==> src/rtl/ecp5_pipe_lfps_sched_pkg.sv <==
// rtl/ecp5_pipe_lfps_sched_pkg.sv - shared constants and enums for the PIPE LFPS / receiver-detect scheduler
package ecp5_pipe_pkg;

   localparam logic [1:0] P0 = 2'b00;
   localparam logic [1:0] P1 = 2'b01;
   localparam logic [1:0] P2 = 2'b10;
   localparam logic [1:0] P3 = 2'b11;

   localparam logic [2:0] RXSTAT_RX_PRESENT = 3'b011;

   typedef enum logic [1:0] {IDLE, BURST, GAP, RXDET} sched_state_t;

   typedef enum logic [1:0] {SRC_POLL, SRC_PING, SRC_UEXIT, SRC_RXDET} src_t;

endpackage

==> src/rtl/ecp5_pipe_lfps_sched_if.sv <==
// rtl/ecp5_pipe_lfps_sched_if.sv - LTSSM-side request/result bundle of the LFPS scheduler
interface ecp5_pipe_lfps_sched_if;

   logic        enable;
   logic [1:0]  pwr_state;
   logic        poll_req;
   logic        ping_req;
   logic        uexit_req;
   logic        uexit_stop;
   logic        rxdet_req;
   logic        rxdet_done;
   logic        rxdet_present;
   logic        rxdet_err;
   logic        busy;
   logic [15:0] poll_burst_cnt;

   modport master (
      output enable, pwr_state, poll_req, ping_req, uexit_req, uexit_stop, rxdet_req,
      input  rxdet_done, rxdet_present, rxdet_err, busy, poll_burst_cnt
   );

   modport slave (
      input  enable, pwr_state, poll_req, ping_req, uexit_req, uexit_stop, rxdet_req,
      output rxdet_done, rxdet_present, rxdet_err, busy, poll_burst_cnt
   );

endinterface

==> src/rtl/ecp5_pipe_lfps_sched_timer.sv <==
// rtl/ecp5_pipe_lfps_sched_timer.sv - loadable down-counter; expires at zero and holds there
module pipe_lfps_timer #(
   parameter int CNT_W = 18
) (
   input  logic             clk,
   input  logic             rst_n,
   input  logic             load,
   input  logic [CNT_W-1:0] load_val,
   output logic [CNT_W-1:0] value,
   output logic             expire
);

   always_ff @(posedge clk or negedge rst_n) begin
      if (!rst_n) begin
         value <= '0;
      end else if (load) begin
         value <= load_val;
      end else if (value != '0) begin
         value <= value - 1'b1;
      end
   end

   assign expire = (value == '0);

endmodule

==> src/rtl/ecp5_pipe_lfps_sched.sv <==
// rtl/ecp5_pipe_lfps_sched.sv - arbitrates the PIPE transmitter between LFPS bursts and receiver detect
// ECP5_LFPS_STATS_EN defined: poll_burst_cnt counts Polling bursts; otherwise it reads zero.
module ecp5_pipe_lfps_sched
   import ecp5_pipe_pkg::*;
#(
   parameter int POLL_BURST_CYC    = 250,
   parameter int POLL_REPEAT_CYC   = 2500,
   parameter int PING_BURST_CYC    = 25,
   parameter int UEXIT_BURST_CYC   = 20000,
   parameter int RXDET_TIMEOUT_CYC = 1000,
   parameter int CNT_W             = 18
) (
   input  logic                   clk_250mhz,
   input  logic                   phy_reset_n,
   ecp5_pipe_lfps_sched_if.slave  ltssm,
   input  logic                   phy_phy_status_2x,
   input  logic [2:0]             phy_rx_status_2x,
   output logic [1:0]             phy_power_down,
   output logic                   phy_tx_elecidle,
   output logic                   phy_tx_detrx_lpbk
);

   localparam logic [CNT_W-1:0] POLL_LEN  = CNT_W'(POLL_BURST_CYC - 1);
   localparam logic [CNT_W-1:0] GAP_LEN   = CNT_W'(POLL_REPEAT_CYC - POLL_BURST_CYC - 1);
   localparam logic [CNT_W-1:0] PING_LEN  = CNT_W'(PING_BURST_CYC - 1);
   localparam logic [CNT_W-1:0] UEXIT_LEN = CNT_W'(UEXIT_BURST_CYC - 1);
   localparam logic [CNT_W-1:0] RXDET_LEN = CNT_W'(RXDET_TIMEOUT_CYC - 1);

   sched_state_t     state_q, state_n;
   src_t             src_q, src_n;
   logic             ping_pend_q, uexit_pend_q, rxdet_pend_q, poll_q;
   logic             ping_pend_n, uexit_pend_n, rxdet_pend_n;
   logic             elecidle_q, elecidle_n, detrx_q, detrx_n;
   logic             done_q, done_n, present_q, present_n, err_q, err_n;
   logic             tmr_load, tmr_expire;
   logic [CNT_W-1:0] tmr_val, tmr_value;
   logic             lfps_ok;

   assign lfps_ok = (ltssm.pwr_state != P0);

   pipe_lfps_timer #(.CNT_W(CNT_W)) u_timer (
      .clk      (clk_250mhz),
      .rst_n    (phy_reset_n),
      .load     (tmr_load),
      .load_val (tmr_val),
      .value    (tmr_value),
      .expire   (tmr_expire)
   );

   always_comb begin
      state_n      = state_q;
      src_n        = src_q;
      elecidle_n   = 1'b1;
      detrx_n      = 1'b0;
      done_n       = 1'b0;
      present_n    = present_q;
      err_n        = err_q;
      tmr_load     = 1'b0;
      tmr_val      = '0;
      ping_pend_n  = ping_pend_q | ltssm.ping_req;
      uexit_pend_n = uexit_pend_q | ltssm.uexit_req;
      rxdet_pend_n = rxdet_pend_q | ltssm.rxdet_req;
      if (!ltssm.enable) begin
         state_n      = IDLE;
         ping_pend_n  = 1'b0;
         uexit_pend_n = 1'b0;
         rxdet_pend_n = 1'b0;
      end else begin
         unique case (state_q)
            IDLE: begin
               if (uexit_pend_q && lfps_ok) begin
                  state_n = BURST; src_n = SRC_UEXIT; elecidle_n = 1'b0;
                  tmr_load = 1'b1; tmr_val = UEXIT_LEN; uexit_pend_n = 1'b0;
               end else if (ping_pend_q && lfps_ok) begin
                  state_n = BURST; src_n = SRC_PING; elecidle_n = 1'b0;
                  tmr_load = 1'b1; tmr_val = PING_LEN; ping_pend_n = 1'b0;
               end else if (rxdet_pend_q) begin
                  rxdet_pend_n = 1'b0;
                  src_n        = SRC_RXDET;
                  // Receiver detect is only meaningful in P2/P3; elsewhere it is refused at once.
                  if (ltssm.pwr_state[1]) begin
                     state_n = RXDET; detrx_n = 1'b1;
                     tmr_load = 1'b1; tmr_val = RXDET_LEN;
                  end else begin
                     done_n = 1'b1; present_n = 1'b0; err_n = 1'b1;
                  end
               end else if (poll_q && lfps_ok) begin
                  state_n = BURST; src_n = SRC_POLL; elecidle_n = 1'b0;
                  tmr_load = 1'b1; tmr_val = POLL_LEN;
               end
            end
            BURST: begin
               if (tmr_expire) begin
                  if (src_q == SRC_POLL) begin
                     state_n = GAP; tmr_load = 1'b1; tmr_val = GAP_LEN;
                  end else begin
                     state_n = IDLE;
                  end
               end else if (src_q == SRC_UEXIT && ltssm.uexit_stop) begin
                  // Squelch now, leave BURST through a zero-length timer on the next edge.
                  tmr_load = 1'b1;
               end else begin
                  elecidle_n = 1'b0;
               end
            end
            GAP: begin
               if (uexit_pend_q || ping_pend_q || rxdet_pend_q || !poll_q) begin
                  state_n = IDLE;
               end else if (tmr_expire) begin
                  state_n = BURST; src_n = SRC_POLL; elecidle_n = 1'b0;
                  tmr_load = 1'b1; tmr_val = POLL_LEN;
               end
            end
            RXDET: begin
               if (phy_phy_status_2x) begin
                  state_n = IDLE; done_n = 1'b1; err_n = 1'b0;
                  present_n = (phy_rx_status_2x == RXSTAT_RX_PRESENT);
               end else if (tmr_expire) begin
                  state_n = IDLE; done_n = 1'b1; err_n = 1'b1; present_n = 1'b0;
               end else begin
                  detrx_n = 1'b1;
               end
            end
            default: state_n = IDLE;
         endcase
      end
   end

   always_ff @(posedge clk_250mhz or negedge phy_reset_n) begin
      if (!phy_reset_n) begin
         state_q        <= IDLE;
         src_q          <= SRC_POLL;
         ping_pend_q    <= 1'b0;
         uexit_pend_q   <= 1'b0;
         rxdet_pend_q   <= 1'b0;
         poll_q         <= 1'b0;
         elecidle_q     <= 1'b1;
         detrx_q        <= 1'b0;
         done_q         <= 1'b0;
         present_q      <= 1'b0;
         err_q          <= 1'b0;
         phy_power_down <= P0;
      end else begin
         state_q        <= state_n;
         src_q          <= src_n;
         ping_pend_q    <= ping_pend_n;
         uexit_pend_q   <= uexit_pend_n;
         rxdet_pend_q   <= rxdet_pend_n;
         poll_q         <= ltssm.poll_req & ltssm.enable;
         elecidle_q     <= elecidle_n;
         detrx_q        <= detrx_n;
         done_q         <= done_n;
         present_q      <= present_n;
         err_q          <= err_n;
         phy_power_down <= ltssm.pwr_state;
      end
   end

`ifdef ECP5_LFPS_STATS_EN
   logic [15:0] poll_cnt_q;
   logic        poll_done;

   assign poll_done = ltssm.enable && (state_q == BURST) && (src_q == SRC_POLL) && tmr_expire;

   always_ff @(posedge clk_250mhz or negedge phy_reset_n) begin
      if (!phy_reset_n) begin
         poll_cnt_q <= '0;
      end else if (!ltssm.enable || !poll_q) begin
         poll_cnt_q <= '0;
      end else if (poll_done && poll_cnt_q != 16'hFFFF) begin
         poll_cnt_q <= poll_cnt_q + 16'd1;
      end
   end

   assign ltssm.poll_burst_cnt = poll_cnt_q;
`else
   assign ltssm.poll_burst_cnt = '0;
`endif

   assign phy_tx_elecidle     = elecidle_q;
   assign phy_tx_detrx_lpbk   = detrx_q;
   assign ltssm.rxdet_done    = done_q;
   assign ltssm.rxdet_present = present_q;
   assign ltssm.rxdet_err     = err_q;
   assign ltssm.busy          = (state_q != IDLE);

endmodule

==> src/flat_wrapper.sv <==
// flat-port wrapper written by rule: the top's interface ports become plain ports
module ecp5_pipe_lfps_sched_flat import ecp5_pipe_pkg::*;
#(
   parameter int POLL_BURST_CYC    = 250,
   parameter int POLL_REPEAT_CYC   = 2500,
   parameter int PING_BURST_CYC    = 25,
   parameter int UEXIT_BURST_CYC   = 20000,
   parameter int RXDET_TIMEOUT_CYC = 1000,
   parameter int CNT_W             = 18
)
  (clk_250mhz, phy_reset_n, phy_phy_status_2x, phy_rx_status_2x, phy_power_down, phy_tx_elecidle, phy_tx_detrx_lpbk, ltssm_enable, ltssm_pwr_state, ltssm_poll_req, ltssm_ping_req, ltssm_uexit_req, ltssm_uexit_stop, ltssm_rxdet_req, ltssm_rxdet_done, ltssm_rxdet_present, ltssm_rxdet_err, ltssm_busy, ltssm_poll_burst_cnt);
  ecp5_pipe_lfps_sched_if ltssm_i ();
  input  logic clk_250mhz;
  input  logic phy_reset_n;
  input  logic phy_phy_status_2x;
  input  logic [2:0] phy_rx_status_2x;
  output logic [1:0] phy_power_down;
  output logic phy_tx_elecidle;
  output logic phy_tx_detrx_lpbk;
  input wire logic [$bits(ltssm_i.enable)-1:0] ltssm_enable;
  input wire logic [$bits(ltssm_i.pwr_state)-1:0] ltssm_pwr_state;
  input wire logic [$bits(ltssm_i.poll_req)-1:0] ltssm_poll_req;
  input wire logic [$bits(ltssm_i.ping_req)-1:0] ltssm_ping_req;
  input wire logic [$bits(ltssm_i.uexit_req)-1:0] ltssm_uexit_req;
  input wire logic [$bits(ltssm_i.uexit_stop)-1:0] ltssm_uexit_stop;
  input wire logic [$bits(ltssm_i.rxdet_req)-1:0] ltssm_rxdet_req;
  output wire logic [$bits(ltssm_i.rxdet_done)-1:0] ltssm_rxdet_done;
  output wire logic [$bits(ltssm_i.rxdet_present)-1:0] ltssm_rxdet_present;
  output wire logic [$bits(ltssm_i.rxdet_err)-1:0] ltssm_rxdet_err;
  output wire logic [$bits(ltssm_i.busy)-1:0] ltssm_busy;
  output wire logic [$bits(ltssm_i.poll_burst_cnt)-1:0] ltssm_poll_burst_cnt;
  assign ltssm_i.enable = ltssm_enable;
  assign ltssm_i.pwr_state = ltssm_pwr_state;
  assign ltssm_i.poll_req = ltssm_poll_req;
  assign ltssm_i.ping_req = ltssm_ping_req;
  assign ltssm_i.uexit_req = ltssm_uexit_req;
  assign ltssm_i.uexit_stop = ltssm_uexit_stop;
  assign ltssm_i.rxdet_req = ltssm_rxdet_req;
  assign ltssm_rxdet_done = ltssm_i.rxdet_done;
  assign ltssm_rxdet_present = ltssm_i.rxdet_present;
  assign ltssm_rxdet_err = ltssm_i.rxdet_err;
  assign ltssm_busy = ltssm_i.busy;
  assign ltssm_poll_burst_cnt = ltssm_i.poll_burst_cnt;
  ecp5_pipe_lfps_sched #(.POLL_BURST_CYC(POLL_BURST_CYC), .POLL_REPEAT_CYC(POLL_REPEAT_CYC), .PING_BURST_CYC(PING_BURST_CYC), .UEXIT_BURST_CYC(UEXIT_BURST_CYC), .RXDET_TIMEOUT_CYC(RXDET_TIMEOUT_CYC), .CNT_W(CNT_W)) u_core (.clk_250mhz(clk_250mhz), .phy_reset_n(phy_reset_n), .ltssm(ltssm_i), .phy_phy_status_2x(phy_phy_status_2x), .phy_rx_status_2x(phy_rx_status_2x), .phy_power_down(phy_power_down), .phy_tx_elecidle(phy_tx_elecidle), .phy_tx_detrx_lpbk(phy_tx_detrx_lpbk));
endmodule
==> config.mk <==
export PLATFORM = sky130hd
export DESIGN_NAME = ecp5_pipe_lfps_sched_flat
export DESIGN_NICKNAME = d
export VERILOG_FILES = /design/src/rtl/ecp5_pipe_lfps_sched_pkg.sv /design/src/rtl/ecp5_pipe_lfps_sched_if.sv /design/src/rtl/ecp5_pipe_lfps_sched_timer.sv /design/src/rtl/ecp5_pipe_lfps_sched.sv /design/src/flat_wrapper.sv
export SDC_FILE = /design/constraint.sdc
export NUM_CORES = 1
export LEC_CHECK = 0
export CAP_MARGIN = 20
export CORE_ASPECT_RATIO = 2
export CORE_MARGIN = 2
export CORE_UTILIZATION = 25
export DETAILED_ROUTE_END_ITERATION = 10
export DONT_BUFFER_PORTS = 1
export PLACE_DENSITY = 0.43
export SETUP_SLACK_MARGIN = 0.3
export SKIP_LAST_GASP = 1
export SLEW_MARGIN = 20
export SYNTH_ARGS = -nofsm -noshare
export SYNTH_HDL_FRONTEND = slang
export SYNTH_SLANG_ARGS = --single-unit
==> constraint.sdc <==
create_clock -name clk_250mhz -period 3.3 [get_ports clk_250mhz]
set_input_delay 0 -clock clk_250mhz [delete_from_list [all_inputs] [get_ports clk_250mhz]]
set_output_delay 0 -clock clk_250mhz [all_outputs]
set_load 0.02 [all_outputs]
==> impl_metrics.ini <==
[worst_setup_path]
cp_num_buf_inv = 1
worst-path-max-fanout = 10
r2r_end = u_core.ltssm.rxdet_present
cp_top_family = simple AND/OR/NAND/NOR gates
endpoint = u_core.ltssm.rxdet_present
path_depth = 6
r2r_slack_ns = 0.68
cp.required_ns = 3.52
cp_slowest_stage_delay_ns = 0.57
path_cells = nor2_1 > o211ai_1 > o31a_1 > or4_1 > dlygate4sd3_1 > nand3_1
critPathLaunchType = flip-flop
path_class = reg -> reg
startpoint = u_core.uexit_pend_q
slowest_stage = dlygate4sd3_1
r2r_start = u_core.uexit_pend_q
arrival_ns = 2.84
endpoint_kind = flip-flop
reg2reg_depth = 6

[synthesis]
synth-async-reset-ratio_pct = 100
yosysSeqAreaShare_pct = 38.1
synth_flop_cell = dfrtp_1
synth_cells = 239
synth-edff-count = 0
syn_area_um2 = 2170
ys_warn_count = 0
synth_top_area_share_pct = 36.9
synthTopCellsByArea = dfrtp_1 (37%), buf_4 (5.5%), o21ai_0 (4.6%)
ys_ff_latch = 33
yosysUniqueCellTypes = 55
yosysTopAreaCell = dfrtp_1
syn_area_per_cell_um2 = 9.08

[finish]
n_antenna_cell = 0
fin_nets = 272
utilization_pct = 29.1
drive_gt1_share_pct = 10.7
area_growth_pct = 14.4

[drt]
routed_wl_um = 6440
drc = 0
first_pass_iters = 4
via_count = 1835
wl_per_cell_um = 18.3
viasPerCell = 5.20
antenna_left = 0
detail_route.iter0.violations = 33

[global_route]
grt_util_all_layers_pct = 14.8
grt_start_max_net_pins = 34
grt_pass1_wl_um = 10600
grt_pass1_vias = 1976
antenna_found_initial = 0
overflow = 0

[power_and_ir_drop]
sequentialPowerShare_pct = 35.3
swShare_pct = 42.9
p_sw_w = 0.000876
pwr-share-clk_pct = 22.5
vdd_drop_max_mv = 0.366
pwr_density_cell_nw_per_um2 = 823
p_leak_nw = 1.05
p_int_w = 0.00117
p_comb_share_pct = 42.2

[clocking]
cts_tree = built
cts_resized = 0
clk_pin_slew_ns = 0.05
hold_buffers = 12
root_buffer = clkbuf_16
htree_levels = 2
cts_buffers = 5
clk_path_buf_depth = 2
clkLatencyLatePin_ns = 0.29
postCtsSetupBuffers = 0
clock_sinks = 33

[sta]
min_period_ns = 2.62
finalSetupViolCount = 0
fmax_mhz = 382
skew_ns = 0.00624
slew_headroom_pct = 56.2
slew_viol_final = 0
rsz0062_at_grt = false
hold_violations = 0
worst_pin_slew_ns = 0.652
tns_ns = 0
period_share_pct = 79.3

[die]
fp-row-count = 48
fp.dieW_um = 69.9
core_um2 = 8530
dieArea_um2 = 9490
die_height_um = 136
floorplan.initialDensity_pct = 25.5
num_io_pins = 38

[min_path]
hold_class = in -> reg

[outcome]
outcome = completed

[place]
dp_hpwl_um = 4960
gp_congestion = 0.798
io_buffers = 0

[flow_run]
maxCapViolations = 0
[worst min path at each step]
stage / startpoint / end / slack [ns] / depth (start not counted)
global placement: phy_reset_n / u_core.phy_power_down[0] / -0.29 / 0
finish: ltssm_pwr_state[1] / u_core.phy_tx_detrx_lpbk / 0.02 / 2
global route: ltssm_pwr_state[1] / u_core.phy_tx_detrx_lpbk / 0.03 / 2
CTS: ltssm_pwr_state[1] / u_core.phy_tx_detrx_lpbk / 0.02 / 2
floorplan: phy_reset_n / u_core.ltssm.rxdet_done / -0.30 / 0
detailed placement: phy_reset_n / u_core.phy_power_down[0] / -0.29 / 0
[power by group through the flow]
stage | logic, W | registers (W) | clock network, W
after global routing | 0.000961 | 0.000742 | 0.000490
after CTS | 0.000869 | 0.000720 | 0.000477
after detailed placement | 0.000838 | 0.000727 | 0
after global placement | 0.000836 | 0.000726 | 0
final | 0.000862 | 0.000720 | 0.000460
after floorplan | 0.000667 | 0.000670 | 0
[kinds of logic after synthesis]
| group | share of synthesized area, % |
|---|---|
| other | 0.173 |
| xor gates and xnor gates | 5.24 |
| and+or+nand+nor | 21.0 |
| AOI/OAI and AO/OA | 21.7 |
| muxes | 1.38 |
| buffers and inverters | 8.99 |
| adders and majority gates | 3.46 |
| DFF | 38.1 |
[registers in the layout, summed over array words and instances (netlist names)]
name and flops:
u_core.ltssm.rxdet_done 1, u_core.ltssm.rxdet_err 1, u_core.ltssm.rxdet_present 1, u_core.phy_power_down 2, u_core.phy_tx_detrx_lpbk 1, u_core.phy_tx_elecidle 1, u_core.ping_pend_q 1, u_core.poll_q 1
u_core.rxdet_pend_q 1, u_core.src_q 2, u_core.state_q 2, u_core.u_timer.value 18, u_core.uexit_pend_q 1
[metal layers]
layer | GRT usage, % | share of wire, %
met1 | 13.1 | 32
met2 | 28.4 | 58
met3 | 1.93 | 3.2
met4 | 12.3 | 7.1
met5 | 0 | 0
[through the flow]
| stage | cell area, um2 | hold slack [ns] | setup WS [ns] | cells | power (W) |
|---|---|---|---|---|---|
| 2_1_floorplan | 2230 | -0.296 | 1.34 | 254 | 0.00134 |
| 3_3_place_gp | 2210 | -0.295 | 0.931 | 333 | 0.00156 |
| 3_5_place_dp | 2210 | -0.295 | 0.921 | 333 | 0.00156 |
| 4_1_cts | 2480 | 0.0241 | 0.711 | 353 | 0.00207 |
| 5_1_grt | 2480 | 0.0328 | 0.566 | 353 | 0.00219 |
| 6_report | 2480 | 0.0160 | 0.684 | 353 | 0.00204 |
[cell usage in the layout, fill, tap and decap left out, types with 2 or more instances in the layout]
cell           instances
o22ai_1                8
or4_4                  3
conb_1                16
xor2_1                 6
nor2_1                18
dfrtp_1               32
or2_2                  2
a31o_2                 2
dlygate4sd3_1         11
or4_1                  3
nor2b_1                4
clkinv_2               2
nor3_1                 4
inv_1                  9
nand3_1                9
o21a_1                 3
mux2i_1                3
xnor2_1                7
or3_1                  6
o211a_1                2
a211oi_1               3
buf_4                  3
nand2b_1               4
clkbuf_16              5
nand2_1               15
o21ai_0               20
a31oi_1                3
o31ai_1                3
a21oi_1               11
nand4_1                3
and3_1                 2
ha_1                   6
[cell type report]
| cell class | instances | area, um2 |
|---|---|---|
| well taps | 100 | 125 |
| clock buffers | 6 | 129 |
| clock inverters | 2 | 10.0 |
| flip-flops and latches | 33 | 827 |
| multi-input cells | 188 | 1200 |
| repair buffers | 15 | 153 |
| fillers | 953 | 6050 |
| inverters | 9 | 33.8 |
[Yosys cell counts (2+ instances only)]
| cell | instances |
|---|---|
| nor2b_1 | 4 |
| buf_4 | 16 |
| o21ai_0 | 20 |
| and3_1 | 2 |
| or3_1 | 6 |
| o31ai_1 | 3 |
| buf_2 | 3 |
| clkbuf_1 | 4 |
| xor2_1 | 6 |
| or4_1 | 3 |
| nand2_1 | 15 |
| nand4_1 | 3 |
| nor3_1 | 4 |
| a211oi_1 | 3 |
| mux2i_1 | 3 |
| nand2b_1 | 4 |
| o211a_1 | 2 |
| or2_2 | 2 |
| or4_4 | 3 |
| a31o_2 | 2 |
| nand3_1 | 9 |
| inv_1 | 9 |
| o22ai_1 | 8 |
| xnor2_1 | 7 |
| dfrtp_1 | 32 |
| nor2_1 | 18 |
| a21oi_1 | 11 |
| ha_1 | 6 |
| o21a_1 | 3 |
| a31oi_1 | 3 |
Power figures use the tool's default switching activity.
